**config.mk**
```make
export PLATFORM = sky130hd
export DESIGN_NAME = pc_fetch_unit
export DESIGN_NICKNAME = d
export VERILOG_FILES = /design/src/rtl/pc_fetch_unit.sv
export SDC_FILE = /design/constraint.sdc
export NUM_CORES = 1
export LEC_CHECK = 0
export BUFFER_PORTS_ARGS = -buffer_cell sky130_fd_sc_hd__buf_2
export CORE_ASPECT_RATIO = 1.5
export CORE_MARGIN = 2
export CORE_UTILIZATION = 35
export CTS_CLUSTER_DIAMETER = 150
export DETAILED_ROUTE_END_ITERATION = 7
export GPL_TIMING_DRIVEN = 0
export HOLD_SLACK_MARGIN = 0.03
export MAX_ROUTING_LAYER = met4
export PLACE_DENSITY = 0.65
export SYNTH_ARGS = -nofsm -noshare
export SYNTH_HDL_FRONTEND = slang
export SYNTH_SLANG_ARGS = --single-unit
```
**constraint.sdc**
```tcl
create_clock -name clk -period 1.2 [get_ports clk]
set_input_delay 0.12 -clock clk [delete_from_list [all_inputs] [get_ports clk]]
set_output_delay 0.12 -clock clk [all_outputs]
set_load 0.005 [all_outputs]
```
**src/rtl/pc_fetch_unit.sv**
```systemverilog
// PC register plus a three-state fetch sequencer.
// Holds one fetched word until decode takes it.
module pc_fetch_unit #(
  parameter logic [15:0] RESET_PC = 16'h0000,
  parameter int unsigned STEP     = 2
) (
  input  logic        clk,
  input  logic        rst_n,
  input  logic [15:0] pc_in,
  input  logic        redirect,
  output logic [15:0] pc_plus2,
  output logic        imem_req,
  output logic [15:0] imem_addr,
  input  logic        imem_ack,
  input  logic [15:0] imem_data,
  output logic [15:0] instr_out,
  output logic [15:0] instr_pc,
  output logic        instr_valid,
  input  logic        instr_ready
);

  typedef enum logic [1:0] {
    IDLE,
    FETCH,
    HOLD
  } state_t;

  state_t      r_state;
  logic [15:0] r_pc;
  logic [15:0] r_instr;
  logic [15:0] r_instr_pc;
  logic        r_valid;
  logic [15:0] w_step;

  assign w_step      = 16'(STEP);
  assign pc_plus2    = r_pc + w_step;
  assign imem_addr   = r_pc;
  assign imem_req    = rst_n && (r_state == FETCH);
  assign instr_out   = r_instr;
  assign instr_pc    = r_instr_pc;
  assign instr_valid = r_valid;

  // Redirect wins over ack and ready; a word
  // arriving alongside it is dropped.
  always_ff @(posedge clk) begin
    if (!rst_n) begin
      r_state    <= IDLE;
      r_pc       <= RESET_PC;
      r_instr    <= 16'h0000;
      r_instr_pc <= 16'h0000;
      r_valid    <= 1'b0;
    end else if (redirect) begin
      r_pc    <= pc_in;
      r_valid <= 1'b0;
      r_state <= FETCH;
    end else begin
      case (r_state)
        IDLE: r_state <= FETCH;
        FETCH: begin
          if (imem_ack) begin
            r_instr    <= imem_data;
            r_instr_pc <= r_pc;
            r_valid    <= 1'b1;
            r_pc       <= pc_in;
            r_state    <= HOLD;
          end
        end
        HOLD: begin
          if (instr_ready) begin
            r_valid <= 1'b0;
            r_state <= FETCH;
          end
        end
        default: r_state <= IDLE;
      endcase
    end
  end

endmodule

```
==> reports/metrics.cfg <==
[run_status]
outcome = finished with violations
violations = negative setup slack

[sta]
rsz0062_at_grt = true
skew_ns = 0.00656
max_freq_ghz = 0.596
relSlewSlack_pct = 70.3
setup_ws_ns = -0.477
final-max-slew-violation-count = 0
min_period_ns = 1.68
hold_ws_ns = 0.0368
hold_violations = 0
setup_viol = 46
tightest_slew_ns = 0.445
period_share_pct = 140

[drt]
detail-route-antenna-nets = 0
routedWlPerCell_um = 14.9
vias = 2268
routed_wirelength_mm = 7.01
detail_route.vias_per_cell = 4.83
drc_errors = 0
drt_iter0_drc = 90
first_pass_iters = 4

[place]
dp_slack_ns = -0.235
dp_hpwl_mm = 4.46
place_congestion = 0.792
dpl.cell_count = 441
port_buffers = 102

[power_and_ir_drop]
swShare_pct = 25.3
power.density_nw_per_um2 = 1040
p_clk_share_pct = 35.1
ir_drop_uv = 788
seq_power_share_pct = 48.2
p_int_mw = 2.84
p_sw_mw = 0.961
p_total_mw = 3.80
power_frac_comb_pct = 16.7
p_leak_nw = 1.66

[clock_network]
clk_latency_ns = 0.31
clkSlewWorstSetupHoldPaths_ns = 0.10
cts_tree = yes
cts.htree.levels = 2
cts_inserted_buffers = 5
cts-root-buf = clkbuf_8
cts_sinks = 51
clock_path_buffers = 2

[yosys]
synth_edf_count = 0
synth-xor-area-share_pct = 5.11
synth_simple_gate_area_share_pct = 25.2
yosys_register_bits = 51
avgSynthCellArea_um2 = 8.41
syn-cell-area_um2 = 2230
yosysWarnings = 0
synth_ff_type = dfxtp_1
ys_async_sr_fraction_pct = 0
ys_seq_area_share_pct = 45.8
syn_nets = 303
synthCells = 265
synth.area.mux_share_pct = 0
synth_cell_type_count = 31
synth_top_family_by_area = simple AND/OR/NAND/NOR gates
synth_compound_area_share_pct = 17.3
synthAdderAreaFrac_pct = 0.561

[cells_and_area]
antenna-diode-count = 0
mostFrequentLayoutCells = buf_2, nand2_1, dfxtp_1
num-fill-cells = 543
drive_gt1_share_pct = 59.1
fin_cells = 470
final_common_cell = buf_2
utilization_pct = 59.8
area_growth_pct = 64.6
nNetsFinal = 433

[min_path]
worstHoldPathType = primary input to flop
hp-start = imem_data[0]

[global_routing]
gr-total-overflow = 0
grt-busiest-layer = met2
grt_max_degree = 17
use_met2_pct = 34.8
grt.total_usage_pct = 18.9
grt_pass1_wl_mm = 10.1
met1_usage_pct = 19.8
antenna_found_initial = 0
grtUsageMet3_pct = 3.28
grt_pass1_vias = 2074

[floorplan]
die_x_um = 69.2
core-area_um2 = 6130
ioPinCount = 103
rows = 35
die_area_um2 = 7030
initial_core_util_pct = 36.3
fp.dieH_um = 102

[critical_path]
crit_path_start = imem_addr[3]
r2r-start = r_state[1]
startpoint_type = flop
worstPathMaxFanout = 3
endpoint_kind = primary output
cp.arrival_ns = 1.56
worstPathRequired_ns = 1.08
worstSetupPathType = flop to primary output

[run]
maxCapViolations = 0

cell usage after synthesis (2+ instances only):
cell type   n  area (um2)
inv_1       3        11.3
a21boi_0   36         270
nand3_1     5        25.0
xnor2_1    11        96.3
buf_4       3        22.5
nand4_1     4        25.0
nand2b_1    3        18.8
buf_2       4        20.0
o21ai_0     2        10.0
nor2_1      2        7.51
a21boi_1   12        90.1
xor2_1      2        17.5
nand2_1    99         372
dfxtp_1    51        1020
nor2b_1     2        12.5
buf_6       5        56.3
clkbuf_1    5        18.8
a21oi_1     3        15.0
per-layer routing:
metal | vias up | share of wire (%)
li1 | 1120 | -
met1 | 1051 | 39
met2 | 79 | 53
met3 | 18 | 4.6
met4 | 0 | 3.9
met5 | - | 0
power groups by stage:
stage / Sequential, mW / Combinational [mW] / Clock, mW
after global placement: 1.87 / 0.433 / 0
after CTS: 1.82 / 0.508 / 1.36
after floorplan: 1.86 / 0.217 / 0
after detailed placement: 1.87 / 0.438 / 0
final: 1.83 / 0.635 / 1.33
after global routing: 1.84 / 0.693 / 1.42
kinds of logic after synthesis:
family / count (synthesis)
xor+xnor: 13
flops: 51
buf+inv: 21
fa+ha+maj: 1
compound gates: 53
simple gates: 126
per-stage QoR:
step                       TNS, ns  cell area, um2
final                        -6.67            3670
after global routing         -8.93            3670
after CTS                    -4.62            3160
after detailed placement     -4.72            2850
after global placement       -3.90            2850
after floorplan           -0.00407            2240
sequential cells by signal, indices dropped and copies added, names as in the netlist:
signal / count
instr_pc: 16
r_state: 2
imem_addr: 16
instr_valid: 1
instr_out: 16
repair_timing:
action	4_1_cts	5_1_grt
resized for setup	33	132
pin swaps	12	72
hold buffers	0	0
cloned	0	5
setup buffers	13	8
endpoints found under the setup margin	54	62
critical path, cell delays in order, from the launching register on:
cell,delay (ns)
dfxtp_4,0.37
and3_4,0.19
buf_6,0.10
nand3_4,0.10
nor3_4,0.20
xor2_1,0.16
buf_2,0.14
final cells by class:
type | count | area [um2] | share of cell area, %
Inverter | 3 | 11.3 | 0.307
Timing Repair Buffer | 127 | 790 | 21.5
Clock buffer | 6 | 93.8 | 2.56
Tap cell | 74 | 92.6 | 2.52
Multi-Input combinational cell | 193 | 1460 | 39.8
Buffer | 14 | 125 | 3.41
Clock inverter | 2 | 37.5 | 1.02
Sequential cell | 51 | 1060 | 28.9
path summary, 6_finish.rpt:
check	endpoint	slack (ns)	cells past startpoint
setup / recovery	pc_plus2[15]	-0.48	6
hold / removal	instr_out[0]	0.04	3
setup reg to reg	instr_pc[12]	-0.08	5
hold reg to reg	instr_out[13]	0.46	2
(Power assumes the default switching activity.)
